`src/rtl/sat_arith_pkg.sv`:
```
// Shared saturating-arithmetic definitions for the signed datapath.
//   DATAW_DEFAULT : default two's-complement datapath width
//   sat_max/min   : largest/smallest representable value for a given width
//   sat_clamp     : fold a DATAW_DEFAULT+1 bit result into DATAW_DEFAULT bits plus a clamp flag
package sat_arith_pkg;

    localparam int unsigned DATAW_DEFAULT = 8;

    typedef struct packed {
        logic                            sat;
        logic signed [DATAW_DEFAULT-1:0] val;
    } sat_res_t;

    function automatic int sat_max(input int unsigned width);
        return (1 << (width - 1)) - 1;
    endfunction

    function automatic int sat_min(input int unsigned width);
        return -(1 << (width - 1));
    endfunction

    // Overflow iff the two top bits of the widened result disagree; the sign bit of the
    // widened result then tells which rail to clamp to.
    function automatic sat_res_t sat_clamp(input logic signed [DATAW_DEFAULT:0] x);
        sat_res_t r;
        r.sat = x[DATAW_DEFAULT] ^ x[DATAW_DEFAULT-1];
        r.val = x[DATAW_DEFAULT-1:0];
        if (r.sat) begin
            r.val = x[DATAW_DEFAULT] ? DATAW_DEFAULT'(sat_min(DATAW_DEFAULT))
                                     : DATAW_DEFAULT'(sat_max(DATAW_DEFAULT));
        end
        return r;
    endfunction

endpackage

```
`src/rtl/sat_sub_accumulator_if.sv`:
```
// Operand/result stream bundle for sat_sub_accumulator.
// Signal names carry the direction as seen from the accumulator.
//   in_valid_i/in_ready_o, dataa_i, datab_i, last_i : operand stream
//   out_valid_o/out_ready_i, diff_o, acc_o, last_o, sat_o : result stream
// slave  : accumulator side
// master : producer/consumer side
interface sat_sub_accumulator_if
    import sat_arith_pkg::*;
#(
    parameter int unsigned DATAW = DATAW_DEFAULT
) ();

    logic                    in_valid_i;
    logic                    in_ready_o;
    logic signed [DATAW-1:0] dataa_i;
    logic signed [DATAW-1:0] datab_i;
    logic                    last_i;
    logic                    out_valid_o;
    logic                    out_ready_i;
    logic signed [DATAW-1:0] diff_o;
    logic signed [DATAW-1:0] acc_o;
    logic                    last_o;
    logic                    sat_o;

    modport slave (
        input  in_valid_i, dataa_i, datab_i, last_i, out_ready_i,
        output in_ready_o, out_valid_o, diff_o, acc_o, last_o, sat_o
    );

    modport master (
        output in_valid_i, dataa_i, datab_i, last_i, out_ready_i,
        input  in_ready_o, out_valid_o, diff_o, acc_o, last_o, sat_o
    );

endinterface

```
`src/rtl/adder.sv`:
```
// Combinational saturating signed adder.
//   dataa_i, datab_i : signed addends
//   sum_o            : sat(a + b)
//   sat_o            : result was clamped
module adder
    import sat_arith_pkg::*;
#(
    parameter int unsigned DATAW = DATAW_DEFAULT
) (
    input  logic signed [DATAW-1:0] dataa_i,
    input  logic signed [DATAW-1:0] datab_i,
    output logic signed [DATAW-1:0] sum_o,
    output logic                    sat_o
);

    localparam logic signed [DATAW-1:0] SatMax = DATAW'(sat_max(DATAW));
    localparam logic signed [DATAW-1:0] SatMin = DATAW'(sat_min(DATAW));

    logic signed [DATAW:0] wide;

    always_comb begin
        wide  = {dataa_i[DATAW-1], dataa_i} + {datab_i[DATAW-1], datab_i};
        sat_o = wide[DATAW] ^ wide[DATAW-1];
        sum_o = wide[DATAW-1:0];
        if (sat_o) begin
            sum_o = wide[DATAW] ? SatMin : SatMax;
        end
    end

endmodule

```
`src/rtl/subtractor.sv`:
```
// Combinational saturating signed subtractor, counterpart of adder.
//   dataa_i : signed minuend
//   datab_i : signed subtrahend
//   diff_o  : sat(a - b)
//   sat_o   : result was clamped
module subtractor
    import sat_arith_pkg::*;
#(
    parameter int unsigned DATAW = DATAW_DEFAULT
) (
    input  logic signed [DATAW-1:0] dataa_i,
    input  logic signed [DATAW-1:0] datab_i,
    output logic signed [DATAW-1:0] diff_o,
    output logic                    sat_o
);

    localparam logic signed [DATAW-1:0] SatMax = DATAW'(sat_max(DATAW));
    localparam logic signed [DATAW-1:0] SatMin = DATAW'(sat_min(DATAW));

    logic signed [DATAW:0] wide;

    always_comb begin
        wide   = {dataa_i[DATAW-1], dataa_i} - {datab_i[DATAW-1], datab_i};
        sat_o  = wide[DATAW] ^ wide[DATAW-1];
        diff_o = wide[DATAW-1:0];
        if (sat_o) begin
            diff_o = wide[DATAW] ? SatMin : SatMax;
        end
    end

endmodule

```
`src/rtl/sat_sub_accumulator.sv`:
```
// Two-stage valid/ready saturating subtract-accumulate pipeline.
//   clk_i  : clock, all state on rising edge
//   rst_ni : synchronous active-low reset
//   bus    : operand stream in (a, b, last) and result stream out
//            (diff = sat(a-b), acc = running saturated group sum, last echo, sat flag)
// S1 holds the saturated difference; S2 holds the element's final result. The running
// accumulator advances only when an element moves S1 -> S2 and clears after a last element.
module sat_sub_accumulator
    import sat_arith_pkg::*;
#(
    parameter int unsigned DATAW = DATAW_DEFAULT
) (
    input logic                 clk_i,
    input logic                 rst_ni,
    sat_sub_accumulator_if.slave bus
);

    logic                    s1_valid_q, s1_valid_d;
    logic signed [DATAW-1:0] s1_diff_q, s1_diff_d;
    logic                    s1_sat_q, s1_sat_d;
    logic                    s1_last_q, s1_last_d;

    logic                    s2_valid_q, s2_valid_d;
    logic signed [DATAW-1:0] s2_diff_q, s2_diff_d;
    logic signed [DATAW-1:0] s2_acc_q, s2_acc_d;
    logic                    s2_sat_q, s2_sat_d;
    logic                    s2_last_q, s2_last_d;

    logic signed [DATAW-1:0] acc_q, acc_d;

    logic signed [DATAW-1:0] sub_diff;
    logic                    sub_sat;
    logic signed [DATAW-1:0] acc_next;
    logic                    acc_sat;

    logic s2_adv, s1_adv, in_ready, in_fire, s1_fire;

    subtractor #(
        .DATAW(DATAW)
    ) u_subtractor (
        .dataa_i(bus.dataa_i),
        .datab_i(bus.datab_i),
        .diff_o (sub_diff),
        .sat_o  (sub_sat)
    );

    adder #(
        .DATAW(DATAW)
    ) u_adder (
        .dataa_i(acc_q),
        .datab_i(s1_diff_q),
        .sum_o  (acc_next),
        .sat_o  (acc_sat)
    );

    always_comb begin
        s2_adv   = !s2_valid_q | bus.out_ready_i;
        s1_adv   = !s1_valid_q | s2_adv;
        // Held low during reset so nothing is accepted into a pipeline being cleared.
        in_ready = rst_ni & s1_adv;
        in_fire  = bus.in_valid_i & in_ready;
        s1_fire  = s1_valid_q & s2_adv;

        s1_valid_d = s1_valid_q;
        s1_diff_d  = s1_diff_q;
        s1_sat_d   = s1_sat_q;
        s1_last_d  = s1_last_q;
        s2_valid_d = s2_valid_q;
        s2_diff_d  = s2_diff_q;
        s2_acc_d   = s2_acc_q;
        s2_sat_d   = s2_sat_q;
        s2_last_d  = s2_last_q;
        acc_d      = acc_q;

        // A stage that may advance either refills or empties; data only loads on transfer.
        if (s1_adv) begin
            s1_valid_d = in_fire;
        end
        if (in_fire) begin
            s1_diff_d = sub_diff;
            s1_sat_d  = sub_sat;
            s1_last_d = bus.last_i;
        end

        if (s2_adv) begin
            s2_valid_d = s1_valid_q;
        end
        if (s1_fire) begin
            s2_diff_d = s1_diff_q;
            s2_acc_d  = acc_next;
            s2_sat_d  = s1_sat_q | acc_sat;
            s2_last_d = s1_last_q;
            acc_d     = s1_last_q ? '0 : acc_next;
        end
    end

    always_ff @(posedge clk_i) begin
        if (!rst_ni) begin
            s1_valid_q <= 1'b0;
            s1_diff_q  <= '0;
            s1_sat_q   <= 1'b0;
            s1_last_q  <= 1'b0;
            s2_valid_q <= 1'b0;
            s2_diff_q  <= '0;
            s2_acc_q   <= '0;
            s2_sat_q   <= 1'b0;
            s2_last_q  <= 1'b0;
            acc_q      <= '0;
        end else begin
            s1_valid_q <= s1_valid_d;
            s1_diff_q  <= s1_diff_d;
            s1_sat_q   <= s1_sat_d;
            s1_last_q  <= s1_last_d;
            s2_valid_q <= s2_valid_d;
            s2_diff_q  <= s2_diff_d;
            s2_acc_q   <= s2_acc_d;
            s2_sat_q   <= s2_sat_d;
            s2_last_q  <= s2_last_d;
            acc_q      <= acc_d;
        end
    end

    assign bus.in_ready_o  = in_ready;
    assign bus.out_valid_o = s2_valid_q;
    assign bus.diff_o      = s2_diff_q;
    assign bus.acc_o       = s2_acc_q;
    assign bus.last_o      = s2_last_q;
    assign bus.sat_o       = s2_sat_q;

endmodule

```
`src/flat_wrapper.sv`:
```
// flat-port wrapper written by rule: the top's interface ports become plain ports
module sat_sub_accumulator_flat import sat_arith_pkg::*;
#(
    parameter int unsigned DATAW = DATAW_DEFAULT
)
  (clk_i, rst_ni, bus_in_valid_i, bus_dataa_i, bus_datab_i, bus_last_i, bus_out_ready_i, bus_in_ready_o, bus_out_valid_o, bus_diff_o, bus_acc_o, bus_last_o, bus_sat_o);
  sat_sub_accumulator_if #(.DATAW(DATAW)) bus_i ();
  input logic clk_i;
  input logic rst_ni;
  input wire logic [$bits(bus_i.in_valid_i)-1:0] bus_in_valid_i;
  input wire logic [$bits(bus_i.dataa_i)-1:0] bus_dataa_i;
  input wire logic [$bits(bus_i.datab_i)-1:0] bus_datab_i;
  input wire logic [$bits(bus_i.last_i)-1:0] bus_last_i;
  input wire logic [$bits(bus_i.out_ready_i)-1:0] bus_out_ready_i;
  output wire logic [$bits(bus_i.in_ready_o)-1:0] bus_in_ready_o;
  output wire logic [$bits(bus_i.out_valid_o)-1:0] bus_out_valid_o;
  output wire logic [$bits(bus_i.diff_o)-1:0] bus_diff_o;
  output wire logic [$bits(bus_i.acc_o)-1:0] bus_acc_o;
  output wire logic [$bits(bus_i.last_o)-1:0] bus_last_o;
  output wire logic [$bits(bus_i.sat_o)-1:0] bus_sat_o;
  assign bus_i.in_valid_i = bus_in_valid_i;
  assign bus_i.dataa_i = bus_dataa_i;
  assign bus_i.datab_i = bus_datab_i;
  assign bus_i.last_i = bus_last_i;
  assign bus_i.out_ready_i = bus_out_ready_i;
  assign bus_in_ready_o = bus_i.in_ready_o;
  assign bus_out_valid_o = bus_i.out_valid_o;
  assign bus_diff_o = bus_i.diff_o;
  assign bus_acc_o = bus_i.acc_o;
  assign bus_last_o = bus_i.last_o;
  assign bus_sat_o = bus_i.sat_o;
  sat_sub_accumulator #(.DATAW(DATAW)) u_core (.clk_i(clk_i), .rst_ni(rst_ni), .bus(bus_i));
endmodule
```
`config.mk`:
```
export PLATFORM = sky130hd
export DESIGN_NAME = sat_sub_accumulator_flat
export DESIGN_NICKNAME = d
export VERILOG_FILES = /design/src/rtl/sat_arith_pkg.sv /design/src/rtl/sat_sub_accumulator_if.sv /design/src/rtl/adder.sv /design/src/rtl/subtractor.sv /design/src/rtl/sat_sub_accumulator.sv /design/src/flat_wrapper.sv
export SDC_FILE = /design/constraint.sdc
export NUM_CORES = 1
export LEC_CHECK = 0
export CORE_MARGIN = 2
export CORE_UTILIZATION = 40
export CTS_BUF_LIST = sky130_fd_sc_hd__clkbuf_4 sky130_fd_sc_hd__clkbuf_8
export DETAILED_ROUTE_END_ITERATION = 10
export HOLD_SLACK_MARGIN = 0.12
export PLACE_DENSITY = 0.72
export SLEW_MARGIN = 20
export SYNTH_ARGS = -nofsm -noshare
export SYNTH_HDL_FRONTEND = slang
export SYNTH_SLANG_ARGS = --single-unit
export TNS_END_PERCENT = 50
```
`constraint.sdc`:
```
create_clock -name clk_i -period 3.05 [get_ports clk_i]
set_input_delay 0.61 -clock clk_i [delete_from_list [all_inputs] [get_ports clk_i]]
set_output_delay 0.61 -clock clk_i [all_outputs]
set_load 0.03 [all_outputs]
```
=== Word level (Yosys, flattened, before mapping) ===
Index checks and enable logic that the tools add are counted.

* Add/sub/neg operators: 2
* Multiplexer cells: 5
* Bitwise operators: 8
* Reductions and logical operators: 2

{| class="wikitable"
|+ Operator list
! kind !! count
|-
| two-way mux 8 bit || 5
|-
| adder 8 x 8 -> 9 bit || 1
|-
| subtractor 8 x 8 -> 9 bit || 1
|-
| bitwise AND 1 bit || 3
|-
| bitwise OR 1 bit || 3
|-
| logical NOT 1 bit || 2
|-
| bitwise XOR 1 bit || 2
|}

* Flip-flop bits (word level): 38
* Input bits: 21
* Output and inout bits: 20
* Word-level logic and storage cells: 27

=== Depth between registers and ports, before layout ===
Gate-level depths: netlist of the first run.

* Depth after elaboration: 5
* Gate-level depth with buffers: 9
* Depth with buffers taken out: 9

=== Modules after synthesis ===
Synthesis of the first run repeated with hierarchy kept, for this count alone.

* Cells, all modules: 308
* Area total of the unflattened synthesis: 2566.2 um^2

{| class="wikitable"
|+ By module, submodules not included
! module !! times used !! cells an instance !! area each (um^2) !! seq. area each (um^2)
|-
| sat_sub_accumulator || 1 || 172 || 1550.2 || 760.7
|-
| subtractor || 1 || 80 || 583.1 || 0.0
|-
| adder || 1 || 56 || 432.9 || 0.0
|}

=== Least setup slack after synthesis of the first run ===
OpenSTA, ideal clock, no wires.

* Kind: input-to-reg
* Start: input port bus_dataa_i[0]
* End: register u_core.s1_sat_q
* Setup time: 0.125 ns
* Arrival: 2.458 ns
* Data required time: 2.925 ns
* Path slack: 0.466 ns
* Stages on the path: 9
* Path buffers: 0
* Cell sequence: inv_1 > ha_1 > fa_1 > nor2b_1 > o31a_1 > o31ai_1 > a31oi_1 > o21ai_0 > o41a_1

* Word-level cells in the longest chain between the ends: 2

{| class="wikitable"
|+ Ends and longest elaborated chain
! what !! RTL line !! source
|-
| start: declaration || flat_wrapper.sv:11 || <nowiki>input wire logic [$bits(bus_i.dataa_i)-1:0] bus_dataa_i;</nowiki>
|-
| subtractor 8 x 8 -> 9 bit || subtractor.sv:23 || <nowiki>wide = {dataa_i[DATAW-1], dataa_i} - {datab_i[DATAW-1], datab_i};</nowiki>
|-
| bitwise XOR 1 bit || subtractor.sv:24 || <nowiki>sat_o = wide[DATAW] ^ wide[DATAW-1];</nowiki>
|-
| end signal: assignment || sat_sub_accumulator.sv:112 || <nowiki>s1_sat_q <= s1_sat_d;</nowiki>
|-
| end: declaration || sat_sub_accumulator.sv:20 || <nowiki>logic s1_sat_q, s1_sat_d;</nowiki>
|}

Every way passes these cells.
A chain may end at the register's enable or synchronous reset.

=== Worst setup path in the final report of the first run ===
Ends and elaborated chain as after synthesis.

==> flow_summary.toml, run 1 <==
[logic_synthesis]
syn_inst = 291
ys_seq_area_share_pct = 31.8
synth_cell_types = 56
synth_warnings = 0
synth_edf_count = 0
syn-num-nets = 330
synth_seq_cells = 38
syn_avg_cell_area_sq_um = 8.22
synth_flop_cell = "dfxtp_1"
synthArstFlopShare_pct = 0
syn_area_sq_um = 2390

[sta]
setup_tns_ns = 0
hold_violations = 0
timing.fmax_mhz = 366
period_minus_slack_ns = 2.73
worst_pin_slew_ns = 0.499
layout_setup_ws_ns = 0.317
slew_headroom_pct = 66.6
post-route-period-util_pct = 89.6
skew_ns = 0.0100
setup_violations = 0
rsz0062_at_grt = "no"
final_max_slew_viol_count = 0

[critical_path]
reg2reg_slack_ns = 0.32
slowest_stage = "clkdlybuf4s50_1"
critPathBufInv = 2
crit_fanout = 4
cp_data_required_time_ns = 3.24
critPathCaptureType = "flop"
slowest_delay_ns = 0.46
worstSetupStartpoint = "bus_dataa_i[0]"
path_cells = "clkdlybuf4s50_1 -> inv_1 -> ha_1 -> fa_1 -> nor2b_1 -> o31a_1 -> o31ai_1 -> a31oi_1 -> o21ai_0 -> o41a_1"
crit_arrival_ns = 2.92
start_kind = "primary input"
crit_type = "primary input to flop"
cp_top_family = "compound AO/OA/AOI/OAI gates"
r2r_start = "u_core.s1_diff_q[0]$_SDFFE_PN0P_"

[grt]
antenna_found_initial = 0
grt_pass1_vias = 2086
grt_max_degree = 25
grt_pass1_wl_um = 9030
grt_use_total_pct = 17.3
overflow = 0

[die]
ios = 41
fp-row-count = 28
die-area_sq_um = 6620
core_sq_um = 5850
dieHeight_um = 81.3
die_w_um = 81.3
start_util_pct = 40.9

[outcome]
outcome = "finished clean"

[clocking]
hold_buffers = 0
clk_latency_ns = 0.30
clk_pin_slew_ns = 0.08
cts_root_buffer = "clkbuf_8"
post-cts-setup-buffer-count = 0
htreeDepth = 2
cts_buffers = 5
cts.sinks = 38
cts_tree = "yes"
cts_buffer_depth = 2
ctsResizeCount = 0

[worst_hold_path]
hp-class = "flop to flop"
holdCritStartpoint = "u_core.bus.diff_o[4]$_SDFFE_PN0P_"

[drt]
drcViolationCount = 0
drt_iter0_markers = 57
wl_per_cell_um = 13.2
dr_total_vias = 2189
vias_per_cell = 5.31
wl_um = 5450
drtPass1Iterations = 4
antenna_left = 0

[cells_and_area]
diodes = 0
areaGrowthSynthToFinish_pct = 24.4
nNetsFinal = 376
design_area_sq_um = 2980
final_cells = 412
drive_gt1_share_pct = 9.79

[pwr]
leakage_nw = 1.21
power_density_nw_per_um2 = 463
total_power_mw = 1.38
irDropWorstVdd_mv = 0.280

[place]
placed_area_sq_um = 2900
place_inst = 405
gp_congestion = 0.868
place_ws_ns = 0.00223
dp_hpwl_um = 4310
io_buffers = 40

[flow_run]
cap_violations = 0
kinds of logic (layout without fill, tap and decap cells):
family	Yosys count	after routing	share of synthesized area, %
AO/OA/AOI/OAI	90	90	25.3
adder cells (fa/ha/maj)	23	23	12.2
multiplexers	3	3	1.26
flip-flops	38	38	31.8
AND/OR/NAND/NOR	97	97	19.5
buffers and inverters	31	77	5.86
XOR/XNOR	9	9	4.08
cell usage after synthesis, types with 3 or more instances:
master	n	share of area, %
a211o_1	5	1.8
a21o_1	3	0.94
a21oi_1	27	5.6
buf_6	3	1.4
clkbuf_1	8	1.3
dfxtp_1	38	32
ha_1	16	8.4
inv_1	19	3.0
maj3_1	3	1.3
mux2i_1	3	1.3
nand2_1	29	4.6
nand3_1	8	1.7
nor2_1	25	3.9
nor2b_1	8	2.1
nor3_1	8	1.7
nor4_1	5	1.3
o21a_1	3	0.94
o21ai_0	22	4.6
o31ai_1	4	1.3
xnor2_1	3	1.1
xor2_1	5	1.8
layout by cell type, fill, tap and decap left out, drive strengths merged, types with 3 or more instances in the layout:
cell type / n
maj3: 5
a21oi: 28
clkdlybuf4s50: 39
a211o: 5
inv: 19
a21o: 4
xor2: 5
nand2: 30
nand3: 8
xnor2: 4
nor4: 5
a211oi: 3
buf: 12
ha: 16
o21a: 3
mux2i: 3
o31ai: 4
o21ai: 23
dfxtp: 38
clkbuf: 5
nor3: 9
nor2: 25
nor2b: 8
state kept, by name (all words and copies together), names as in the netlist:
signal and count:
u_core.bus.diff_o 8, u_core.bus.last_o 1, u_core.s1_sat_q 1, u_core.bus.out_valid_o 1
u_core.s1_diff_q 8, u_core.bus.acc_o 8, u_core.s1_last_q 1, u_core.bus.sat_o 1
u_core.acc_q 8, u_core.s1_valid_q 1
per-stage QoR:
step	util, %	hold slack, ns
final	50.9	0.456
after global routing	50.9	0.480
after CTS	50.9	0.460
after detailed placement	49.5	0.450
after global placement	49.5	0.446
after floorplan	-	0.432
report_power, final:
| part | internal [mW] | leakage, nW | switching [mW] | total, mW |
|---|---|---|---|---|
| combinational | 0.213 | 0.856 | 0.264 | 0.477 |
| sequential | 0.540 | 0.312 | 0.0334 | 0.573 |
| clock | 0.153 | 0.0438 | 0.173 | 0.326 |
| total | 0.907 | 1.21 | 0.470 | 1.38 |
per-layer routing:
layer	vias to the layer above	GRT usage [%]	share of wire [%]
met2	45	32.0	51
met5	-	0	0
met3	12	3.67	4.0
li1	1127	-	-
met4	0	5.93	1.8
met1	1005	19.4	43
final timing paths:
path                                            end  cells past startpoint
setup reg to reg   u_core.bus.acc_o[0]$_SDFFE_PN0P_                      9
hold / removal    u_core.bus.diff_o[4]$_SDFFE_PN0P_                      2
setup / recovery       u_core.s1_sat_q$_SDFFE_PN0P_                     10
hold reg to reg   u_core.bus.diff_o[4]$_SDFFE_PN0P_                      2
worst min-delay path: stages (launching register included):
cell and delay, ns:
dfxtp_1 0.31, nand2_1 0.05, a21oi_1 0.05
final cells by class:
class	count	area, sq um
clock buffer	5	68.8
clock inverter	2	10.0
fill	552	2870
inverter	19	71.3
multi-input combinational	222	1490
sequential	38	761
tap	75	93.8
timing repair buffer	51	480
Note: power is estimated with default switching activity, not from simulation.
==> run 2: changes to the inputs <==
--- a/config.mk
+++ b/config.mk
@@ -5,7 +5,7 @@
 export SDC_FILE = /design/constraint.sdc
 export NUM_CORES = 1
 export LEC_CHECK = 0
-export CORE_MARGIN = 2
+export CORE_MARGIN = 1.5
 export CORE_UTILIZATION = 40
 export CTS_BUF_LIST = sky130_fd_sc_hd__clkbuf_4 sky130_fd_sc_hd__clkbuf_8
 export DETAILED_ROUTE_END_ITERATION = 10
==> run 2 against run 1 <==
Compared with the run above: worst hold slack improved by 0.0015 ns; register-to-register slack better by 0.08 ns; routed wire length is 2.2% higher; global-route usage grew 1.5 points; count of clock-buffer cells in the layout is 1 higher; sequential cell count unchanged; clock skew fell by 0.0048 ns; design area up 1.8%; clock power is 62% higher; non-clock buffer count down 1; sequential power barely moved; critical path type unchanged; critical endpoint is now u_core.s1_diff_q[3]$_SDFFE_PN0P_; largest cell class unchanged; largest power group unchanged.
==> flow_summary.toml, run 2 (synthesis results as in run 1) <==
[pwr]
power_density_nw_per_um2 = 522
irDropWorstVdd_mv = 0.347
leakage_nw = 1.23
total_power_mw = 1.58

[die]
core_sq_um = 5640
die_w_um = 80.3
start_util_pct = 42.4
dieHeight_um = 80.3
ios = 41
die-area_sq_um = 6450
fp-row-count = 27

[drt]
drcViolationCount = 0
drt_iter0_markers = 100
dr_total_vias = 2191
wl_per_cell_um = 13.6
vias_per_cell = 5.36
antenna_left = 0
wl_um = 5560
drtPass1Iterations = 4

[sta]
final_max_slew_viol_count = 0
layout_setup_ws_ns = 0.235
setup_violations = 0
slew_headroom_pct = 63.8
rsz0062_at_grt = "no"
worst_pin_slew_ns = 0.541
post-route-period-util_pct = 92.3
skew_ns = 0.00523
timing.fmax_mhz = 355
hold_violations = 0
period_minus_slack_ns = 2.82
whs_ns = 0.457

[cells_and_area]
final_cells = 409
drive_gt1_share_pct = 9.79
multi_input_area_sq_um = 1490
design_area_sq_um = 3030
diodes = 0
nNetsFinal = 375
regArea_sq_um = 761
fillerInstances = 542
final_cell_mix = "clkdlybuf4s50_1, dfxtp_1, nand2_1"
areaGrowthSynthToFinish_pct = 26.6
layout_commonest_cell = "clkdlybuf4s50_1"

[clocking]
cts.sinks = 38
hold_buffers = 0
post-cts-setup-buffer-count = 0
clk_latency_ns = 0.29
htreeDepth = 2
cts_root_buffer = "clkbuf_8"
cts_tree = "yes"
ctsResizeCount = 0
cts_buffers = 5
clk_pin_slew_ns = 0.08
cts_buffer_depth = 2

[critical_path]
r2r_cells = 9
slowest_delay_ns = 0.46
path_cells = "clkdlybuf4s50_1 -> inv_1 -> ha_1 -> fa_1 -> nor2b_1 -> o31a_1 -> buf_4 -> o311ai_0 -> a21oi_1 -> nor4_1 -> o21ai_0"
slowest_stage = "clkdlybuf4s50_1"
crit_type = "primary input to flop"
start_kind = "primary input"
critPathCaptureType = "flop"
crit_fanout = 6
crit_arrival_ns = 3.02
cp_data_required_time_ns = 3.26

[worst_hold_path]
hold_depth = 2
hp-class = "flop to flop"

[flow_run]
cap_violations = 0

[grt]
grtUsageMet3_pct = 3.07
grt_pass1_wl_um = 9680
grt_use_total_pct = 18.7
grt_pass1_vias = 2148
grt_max_degree = 27
met2_usage_pct = 34.0
overflow = 0
met1_usage_pct = 23.1
top_usage_layer = "met2"
antenna_found_initial = 0

[place]
dp_hpwl_um = 4370
placed_area_sq_um = 2890
place_ws_ns = -0.0463
place_inst = 401
io_buffers = 40
gp_congestion = 0.913

[outcome]
outcome = "finished clean"
## run 2: cell count changes in the layout (fill, tap and decap cells not counted), sizes merged
cell and change:
clkinv -2, clkbuf +1, bufinv +2, buf -1
## run 2: area by class of cell
class / count / share of cell area (%)
Sequential cell: 38 / 25.1
Clock inverter: 2 / 1.98
Inverter: 19 / 2.35
Tap cell: 72 / 2.97
Clock buffer: 6 / 2.73
Multi-Input combinational cell: 222 / 49.2
Timing Repair Buffer: 50 / 15.6
## run 2: worst paths after layout
path | slack [ns] | to | from
min | 0.46 | u_core.bus.diff_o[7]$_SDFFE_PN0P_ | u_core.bus.diff_o[7]$_SDFFE_PN0P_
max reg2reg | 0.40 | u_core.bus.acc_o[0]$_SDFFE_PN0P_ | u_core.s1_diff_q[0]$_SDFFE_PN0P_
max | 0.23 | u_core.s1_diff_q[3]$_SDFFE_PN0P_ | bus_dataa_i[0]
min reg2reg | 0.46 | u_core.bus.diff_o[7]$_SDFFE_PN0P_ | u_core.bus.diff_o[7]$_SDFFE_PN0P_
## run 2: report_power, final
group	internal (mW)	leakage, nW	switching (mW)
registers	0.540	0.312	0.0319
logic	0.213	0.851	0.268
clock network	0.349	0.0714	0.179
## run 2: layer usage
metal	wire length [um]	up-vias
met4	53	0
met5	0	-
met1	2490	1015
li1	-	1127
met2	2850	43
met3	168	6
## run 2: worst max-delay path, delay by kind of cell
family	cells	cell delay, ns
AOI/OAI and AO/OA	4	0.87
and+or+nand+nor	2	0.29
buffers and inverters	3	0.63
adders and majority gates	2	0.62
## run 2: metrics by stage
stage                     utilization [%]  TNS (ns)
final                                53.7         0
after global routing                 53.7         0
after CTS                            53.7         0
after detailed placement             51.2   -0.0913
after global placement               51.2         0
after floorplan                         -         0
==> run 3: changes to the inputs <==
--- a/config.mk
+++ b/config.mk
@@ -6,11 +6,11 @@
 export NUM_CORES = 1
 export LEC_CHECK = 0
 export CORE_MARGIN = 1.5
-export CORE_UTILIZATION = 40
+export CORE_UTILIZATION = 53
 export CTS_BUF_LIST = sky130_fd_sc_hd__clkbuf_4 sky130_fd_sc_hd__clkbuf_8
 export DETAILED_ROUTE_END_ITERATION = 10
 export HOLD_SLACK_MARGIN = 0.12
-export PLACE_DENSITY = 0.72
+export PLACE_DENSITY = 0.89
 export SLEW_MARGIN = 20
 export SYNTH_ARGS = -nofsm -noshare
 export SYNTH_HDL_FRONTEND = slang
==> run 3 against run 2 <==
Compared with the run above: critical path depth down 1; count of clock-buffer cells in the layout up 1; worst setup slack better by 0.046 ns; combinational power about the same; worst hold slack worse by 0.0027 ns; utilization up 14 points; non-clock buffer count unchanged; sequential power about the same; die area down 24%; routed wire length down 0.81%; total power down 9.8%; highest routed layer unchanged; cell count down 4.9%.
==> flow_summary.toml, run 3 (synthesis results as in run 1) <==
[drt]
drcViolationCount = 0
vias_per_cell = 5.75
dr_total_vias = 2238
wl_um = 5520
antenna_left = 0
drt_iter0_markers = 192
drtPass1Iterations = 4
wl_per_cell_um = 14.2

[grt]
antenna_found_initial = 0
grt_pass1_vias = 1992
grt_pass1_wl_um = 9090
grt_max_degree = 24
overflow = 0
grt_use_total_pct = 23.2

[place]
dp_hpwl_um = 4230
gp_congestion = 0.943
place_ws_ns = -0.0480
place_inst = 381
io_buffers = 40

[clocking]
cts_root_buffer = "clkbuf_8"
cts_buffer_depth = 2
cts.sinks = 38
ctsResizeCount = 0
clk_latency_ns = 0.30
cts_buffers = 5
hold_buffers = 0
cts_tree = "yes"
htreeDepth = 2
post-cts-setup-buffer-count = 0
clk_pin_slew_ns = 0.07

[die]
fp-row-count = 24
ios = 41
start_util_pct = 54.9
core_sq_um = 4350
die_w_um = 70.2
dieHeight_um = 70.2
die-area_sq_um = 4930

[worst_hold_path]
holdCritStartpoint = "u_core.bus.diff_o[6]$_SDFFE_PN0P_"
hp-class = "flop to flop"
holdPathEnd = "u_core.bus.diff_o[6]$_SDFFE_PN0P_"
hold_depth = 2

[pwr]
leakage_nw = 1.21
power_density_nw_per_um2 = 481
irDropWorstVdd_mv = 0.172

[sta]
final_max_slew_viol_count = 0
post-route-period-util_pct = 90.8
timing.fmax_mhz = 361
period_minus_slack_ns = 2.77
whs_ns = 0.455
setup_violations = 0
skew_ns = 0.00456
layout_setup_ws_ns = 0.281
worst_pin_slew_ns = 0.589
hold_violations = 0
slew_headroom_pct = 60.6
rsz0062_at_grt = "no"

[critical_path]
r2r_start = "u_core.s1_diff_q[0]$_SDFFE_PN0P_"
r2r_cells = 9
start_kind = "primary input"
crit_fanout = 6
crit_type = "primary input to flop"
critPathCaptureType = "flop"
reg2reg_slack_ns = 0.29
cp_data_required_time_ns = 3.23
crit_arrival_ns = 2.95
r2r_end = "u_core.bus.acc_o[0]$_SDFFE_PN0P_"

[cells_and_area]
final_cells = 389
fillerInstances = 355
layout_commonest_cell = "clkdlybuf4s50_1"
nNetsFinal = 375
finish.utilization_pct = 68.1
final_cell_mix = "clkdlybuf4s50_1, dfxtp_1, nand2_1"
drive_gt1_share_pct = 10.4
areaGrowthSynthToFinish_pct = 24.0
diodes = 0

[flow_run]
cap_violations = 0

[outcome]
outcome = "finished clean"
## run 3: changes by cell type in the layout (fill, tap and decap cells not counted)
| cell | change |
|---|---|
| clkbuf_4 | +1 |
| nor4_2 | +1 |
| clkinv_2 | +1 |
| bufinv_16 | -2 |
| nor4_1 | -1 |
| a21oi_1 | -1 |
| a21oi_2 | +1 |
## run 3: cell type report
cell class / instances / area (sq um) / area share [%]
multi-input combinational: 222 / 1500 / 50.6
clock inverter: 1 / 5.00 / 0.169
clock buffer: 7 / 90.1 / 3.04
inverter: 19 / 71.3 / 2.40
timing repair buffer: 50 / 473 / 15.9
tap: 52 / 65.1 / 2.19
sequential: 38 / 761 / 25.6
## run 3: metrics by stage
stage	TNS, ns	instance area [sq um]	power, mW
6_report	0	2970	1.43
5_1_grt	0	2970	1.50
4_1_cts	0	2960	1.43
3_5_place_dp	-0.0782	2860	1.06
3_3_place_gp	0	2860	1.04
2_1_floorplan	0	2390	0.914
## run 3: worst max-delay path by stage
stage                         from                                to
floorplan           bus_dataa_i[0]      u_core.s1_sat_q$_SDFFE_PN0P_
global placement    bus_datab_i[1]  u_core.s1_diff_q[2]$_SDFFE_PN0P_
detailed placement  bus_dataa_i[0]  u_core.s1_diff_q[2]$_SDFFE_PN0P_
CTS                 bus_dataa_i[0]  u_core.s1_diff_q[2]$_SDFFE_PN0P_
global route        bus_datab_i[0]  u_core.s1_diff_q[2]$_SDFFE_PN0P_
finish              bus_datab_i[0]  u_core.s1_diff_q[2]$_SDFFE_PN0P_
## run 3: layer usage
metal  up-vias  wire, um  GRT usage (%)
li1       1135         -              -
met1      1032      2420           28.6
met2        64      2780           39.5
met3         7       205           5.63
met4         0       115           8.12
met5         -         0              0
## run 3: critical path: stages
cell and delay (ns):
clkdlybuf4s50_1 0.47, ha_1 0.18, fa_1 0.22, nor2b_1 0.08, o31a_1 0.25, buf_4 0.15, o311ai_0 0.35, a21oi_2 0.18
nor4_2 0.32, o21ai_0 0.13
## run 3: power by group
group          switching, mW  internal [mW]  total [mW]  leakage, nW
clock                  0.180          0.191       0.371       0.0517
combinational          0.269          0.214       0.484        0.852
sequential            0.0322          0.540       0.572        0.312
